`config.mk`:
```
export PLATFORM = sky130hd
export DESIGN_NAME = nerv_console_uart
export DESIGN_NICKNAME = d
export VERILOG_FILES = /design/src/rtl/nerv_console_uart.sv
export SDC_FILE = /design/constraint.sdc
export NUM_CORES = 1
export LEC_CHECK = 0
export CORE_ASPECT_RATIO = 0.75
export CORE_MARGIN = 4
export CORE_UTILIZATION = 43
export CTS_CLUSTER_SIZE = 14
export DETAILED_ROUTE_END_ITERATION = 7
export PLACE_DENSITY_LB_ADDON = 0.25
export SLEW_MARGIN = 15
export SYNTH_ARGS = -nofsm -noshare
export SYNTH_HDL_FRONTEND = slang
export SYNTH_SLANG_ARGS = --single-unit
```
`constraint.sdc`:
```
create_clock -name clock -period 3.3 [get_ports clock]
set_input_delay 0.66 -clock clock [delete_from_list [all_inputs] [get_ports clock]]
set_output_delay 0.66 -clock clock [all_outputs]
set_load 0.01 [all_outputs]
```
`src/rtl/nerv_console_uart.sv`:
```
// rtl/nerv_console_uart.sv - NERV dmem console sink: byte FIFO feeding an 8N1 UART transmitter
// TXDATA at BASE_ADDR, STATUS at BASE_ADDR+4; the core is stalled while the FIFO is full.

module nerv_console_uart #(
   parameter logic [31:0] BASE_ADDR  = 32'h02000000,
   parameter int          CLK_DIV    = 16,
   parameter int          FIFO_DEPTH = 16
) (
   input  logic        clock,
   input  logic        resetn,
   input  logic        dmem_valid,
   input  logic [31:0] dmem_addr,
   input  logic [3:0]  dmem_wstrb,
   input  logic [31:0] dmem_wdata,
   output logic [31:0] dmem_rdata,
   output logic        hit,
   output logic        stall,
   output logic        uart_tx
);
   localparam int AW = $clog2(FIFO_DEPTH);
   localparam int BW = $clog2(CLK_DIV);
   localparam logic [BW-1:0] BAUD_LOAD  = BW'(CLK_DIV - 1);
   localparam logic [AW:0]   LEVEL_FULL = (AW + 1)'(FIFO_DEPTH);

   typedef enum logic [1:0] {S_IDLE, S_START, S_DATA, S_STOP} state_t;

   state_t        r_state;
   logic [7:0]    r_mem [FIFO_DEPTH];
   logic [AW-1:0] r_wr_ptr;
   logic [AW-1:0] r_rd_ptr;
   logic [AW:0]   r_level;
   logic [7:0]    r_shreg;
   logic [BW-1:0] r_baud;
   logic [2:0]    r_bit;
   logic          r_tx;
   logic [31:0]   r_rdata;

   state_t        w_state_nxt;
   logic [7:0]    w_shreg_nxt;
   logic [BW-1:0] w_baud_nxt;
   logic [2:0]    w_bit_nxt;
   logic          w_tx_nxt;
   logic          w_pop;
   logic          w_tx_sel;
   logic          w_full;
   logic          w_empty;
   logic          w_push;
   logic          w_baud_zero;
   logic [31:0]   w_status;
   logic          w_unused;

   assign w_tx_sel    = dmem_valid && (dmem_addr == BASE_ADDR);
   assign hit         = dmem_valid && (dmem_addr[31:3] == BASE_ADDR[31:3]);
   assign w_full      = (r_level == LEVEL_FULL);
   assign w_empty     = (r_level == '0);
   assign w_push      = w_tx_sel && dmem_wstrb[0] && !w_full;
   // Stall uses the registered level only, so a same-cycle pop never frees a slot early.
   assign stall       = w_tx_sel && (dmem_wstrb != 4'b0) && w_full;
   assign w_baud_zero = (r_baud == '0);
   assign w_status    = {16'b0, 8'(r_level), 5'b0, w_full, w_empty, r_state != S_IDLE};
   assign w_unused    = ^dmem_wdata[31:8];

   assign dmem_rdata  = r_rdata;
   assign uart_tx     = r_tx;

   always_comb begin
      w_state_nxt = r_state;
      w_shreg_nxt = r_shreg;
      w_baud_nxt  = r_baud;
      w_bit_nxt   = r_bit;
      w_tx_nxt    = r_tx;
      w_pop       = 1'b0;
      case (r_state)
         S_IDLE: begin
            w_tx_nxt = 1'b1;
            if (!w_empty) begin
               w_pop       = 1'b1;
               w_shreg_nxt = r_mem[r_rd_ptr];
               w_tx_nxt    = 1'b0;
               w_baud_nxt  = BAUD_LOAD;
               w_state_nxt = S_START;
            end
         end
         S_START: begin
            if (w_baud_zero) begin
               w_tx_nxt    = r_shreg[0];
               w_shreg_nxt = {1'b0, r_shreg[7:1]};
               w_bit_nxt   = 3'd0;
               w_baud_nxt  = BAUD_LOAD;
               w_state_nxt = S_DATA;
            end else begin
               w_baud_nxt = r_baud - BW'(1);
            end
         end
         S_DATA: begin
            if (w_baud_zero) begin
               w_baud_nxt = BAUD_LOAD;
               if (r_bit == 3'd7) begin
                  w_tx_nxt    = 1'b1;
                  w_state_nxt = S_STOP;
               end else begin
                  w_tx_nxt    = r_shreg[0];
                  w_shreg_nxt = {1'b0, r_shreg[7:1]};
                  w_bit_nxt   = r_bit + 3'd1;
               end
            end else begin
               w_baud_nxt = r_baud - BW'(1);
            end
         end
         S_STOP: begin
            if (w_baud_zero) begin
               if (!w_empty) begin
                  w_pop       = 1'b1;
                  w_shreg_nxt = r_mem[r_rd_ptr];
                  w_tx_nxt    = 1'b0;
                  w_baud_nxt  = BAUD_LOAD;
                  w_state_nxt = S_START;
               end else begin
                  w_state_nxt = S_IDLE;
               end
            end else begin
               w_baud_nxt = r_baud - BW'(1);
            end
         end
         default: w_state_nxt = S_IDLE;
      endcase
   end

   always_ff @(posedge clock) begin
      if (w_push) r_mem[r_wr_ptr] <= dmem_wdata[7:0];
   end

   always_ff @(posedge clock or negedge resetn) begin
      if (!resetn) begin
         r_state  <= S_IDLE;
         r_wr_ptr <= '0;
         r_rd_ptr <= '0;
         r_level  <= '0;
         r_shreg  <= 8'h00;
         r_baud   <= '0;
         r_bit    <= 3'd0;
         r_tx     <= 1'b1;
      end else begin
         r_state <= w_state_nxt;
         r_shreg <= w_shreg_nxt;
         r_baud  <= w_baud_nxt;
         r_bit   <= w_bit_nxt;
         r_tx    <= w_tx_nxt;
         if (w_push) r_wr_ptr <= r_wr_ptr + AW'(1);
         if (w_pop)  r_rd_ptr <= r_rd_ptr + AW'(1);
         case ({w_push, w_pop})
            2'b10:   r_level <= r_level + (AW + 1)'(1);
            2'b01:   r_level <= r_level - (AW + 1)'(1);
            default: r_level <= r_level;
         endcase
      end
   end

   // Only hit reads update rdata; word offset 4 is STATUS, offset 0 reads as zero.
   always_ff @(posedge clock or negedge resetn) begin
      if (!resetn) begin
         r_rdata <= 32'h0;
      end else if (hit && dmem_wstrb == 4'b0) begin
         r_rdata <= dmem_addr[2] ? w_status : 32'h0;
      end
   end

endmodule

```
==> run metrics <==
crit path capture type=output pin; status=finished, final reports clean; final setup fails=0; Worst Max-Slew Pin Slew=0.890 ns; Die Y-Extent=121 µm; clock root cell=clkbuf_16; Syn-to-layout area delta=20.6%; maxcap violations=0; Switching Share=0.209; drt drc=0; f_max=0.322 GHz; post-synth cell types=47; Ys Warns=0; Fillers=1357; Rows=41; switching power total=892 µW; share of layout cells above drive strength 1=0.188; Initial Util=0.438; fin cells=804; Total GRT Usage=0.161; post-layout min period=3.11 ns; slew margin rel.=0.407; post-synth top area share=0.523; wire per inst=18.3 µm; vias in the first global route=4102; R2R depth=15; fin util=0.528; crit path from=dmem_addr[13]; Clock Pin Slew Worst Setup and Hold Paths=0.06 ns; RSZ-0062 raised after global routing=false; worst hold path class=in2async; largest area contributor in the netlist=edfxtp_1; vias=4209; final hold vios=0; Die ar.=0.0193 mm²; WL final=14700 µm; Post-DP HPWL=10500 µm; Synth Register Bits=167; Synth Flop Type=edfxtp_1; Max Slew Vio Count=0; placed insts=773; most common cell after layout, fill and taps aside=edfxtp_1; worst skew pair latency=0.43 ns; fin crit share=0.942; hold_buf cts=0; die width=159 µm; nets=667; wire length of the first global-routing pass=23300 µm; Power Internal=3.37 mW; Inserted Clock Buffers=17; Critical Path AT=2.45 ns; DR vias/cell=5.24; pwr dens=481 mW/mm²; asr flop ratio synth=0.234; FF-to-FF Start=r_baud[0]; Worst setup SP type=input pin; Worst IR Drop VDD=362 µV; Synth Instances=484; Logic pwr share=0.025; initial antenna violation count=0; Setup TNS Final=0 ns; Mapped Area=0.00735 mm²; post-synthesis sequential area ratio=0.656; CP Max Fanout=2; Core ar.=0.0168 mm²; top area cells in the synthesized netlist=edfxtp_1 (52%), dfrtp_1 (13%), mux4_2 (8.6%); share of power burned in registers=0.531; CTS Buffer Depth=2; commonest non-fill, non-tap cells in the layout=edfxtp_1 (128), clkdlybuf4s50_1 (55), buf_4 (40), dfrtp_1 (38), a21oi_1 (30); clock skew=0.00924 ns; largest net degree at the start of global routing=40; GP Congestion=0.761; Leak Pwr=3.24 nW; port bufs=57; gr ovfl total=0; first-pass detailed-route iteration total=4; Syn Area/Cell=15.2 µm²; violation count after the first detailed-route iteration=352; ANT nets after route=0; Post-CTS Setup Bufs=0; Ports=106; CTS tree=yes; CP required=2.64 ns; WS Path Type=in2out; Sink Count=167; Ant. Diodes=0; Clk pwr share=0.443; Post-synth EDFFs=128; H-tree lvl count=4
[registers in the layout (all words and copies together) (netlist names), 2 cells and up]
| register | cells |
|---|---|
| dmem_rdata | 8 |
| r_baud | 4 |
| r_bit | 3 |
| r_level | 5 |
| r_mem | 128 |
| r_rd_ptr | 4 |
| r_shreg | 8 |
| r_state | 2 |
| r_wr_ptr | 4 |
[worst max-delay path: stages]
cell and delay (ns):
clkdlybuf4s50_1 0.44, nor4_1 0.34, nand4_1 0.17, nor2_1 0.17, buf_4 0.13, clkdlybuf4s50_1 0.53
[cell families (layout without fill, tap and decap cells)]
kind of cell,count (synthesis),in the layout,synth area share
flip-flops,167,167,0.656
AND/OR/NAND/NOR,100,100,0.0698
AO/OA/AOI/OAI,74,74,0.0589
buffers and inverters,70,152,0.0514
multiplexers,43,43,0.118
adder cells (fa/ha/maj),19,19,0.0334
XOR/XNOR,10,10,0.0119
other,1,24,0.000510
[per-stage QoR]
| stage | hold slack [ns] | total power [mW] | area, µm² | setup slack (ns) |
|---|---|---|---|---|
| global placement | 0.487 | 2.41 | 8280 | -0.259 |
| detailed placement | 0.498 | 2.42 | 8280 | -0.276 |
| floorplan | 0.364 | 2.35 | 7430 | 0.305 |
| finish | 0.362 | 4.26 | 8860 | 0.191 |
| global route | 0.444 | 4.42 | 8860 | 0.0613 |
| CTS | 0.384 | 4.31 | 8850 | 0.0277 |
[synth_stat cells, types with 2 or more instances]
library cell / n
nand2b_1: 3
clkbuf_1: 10
buf_2: 8
mux2i_1: 6
o31ai_1: 2
o22ai_1: 15
a21oi_1: 30
nor4_1: 15
nand3_1: 2
inv_1: 23
mux4_1: 5
xnor2_1: 7
nor3_1: 14
and3_1: 3
nor2b_1: 2
mux2_2: 4
o22a_1: 4
and2_1: 5
xor2_1: 3
edfxtp_1: 128
dfrtp_1: 38
a21o_1: 2
o21ai_0: 16
mux4_2: 28
buf_4: 26
nor2_1: 20
nand4_1: 4
nand2_1: 24
nor4bb_1: 2
ha_1: 18
[layer usage]
metal,GRT usage,wire (µm)
met5,0,0
met4,0.0499,148
met3,0.0414,1030
met2,0.237,6650
met1,0.237,6850
[layout make-up]
| cell class | instances | area, µm² | share of cell area |
|---|---|---|---|
| clock inverters | 14 | 141 | 0.0160 |
| flip-flops and latches | 167 | 4820 | 0.544 |
| well taps | 215 | 269 | 0.0304 |
| multi-input cells | 270 | 2250 | 0.254 |
| repair buffers | 97 | 868 | 0.0980 |
| clock buffers | 17 | 425 | 0.0480 |
| inverters | 24 | 90.1 | 0.0102 |
[worst paths after layout]
path	end	slack, ns
hold reg to reg	dmem_rdata[0]	0.50
setup reg to reg	r_level[4]	0.30
min in group clock	dmem_rdata[0]	0.50
hold / removal	r_baud[3]	0.36
max in group asynchronous	r_level[2]	2.39
setup / recovery	hit	0.19
[what timing repair did]
action | CTS | global route
setup endpoints to repair | 1 | 2
gates resized for setup | 1 | 3
hold endpoints to repair | 0 | 0
[power groups by stage]
stage                     Clock [mW]  Sequential [mW]  Combinational (mW)
after floorplan                    0             2.31              0.0390
after global placement             0             2.31               0.103
after detailed placement           0             2.31               0.107
after CTS                       1.94             2.27               0.108
after global routing            2.04             2.26               0.118
final                           1.89             2.27               0.108
Note: power is estimated with default switching activity, not from simulation.
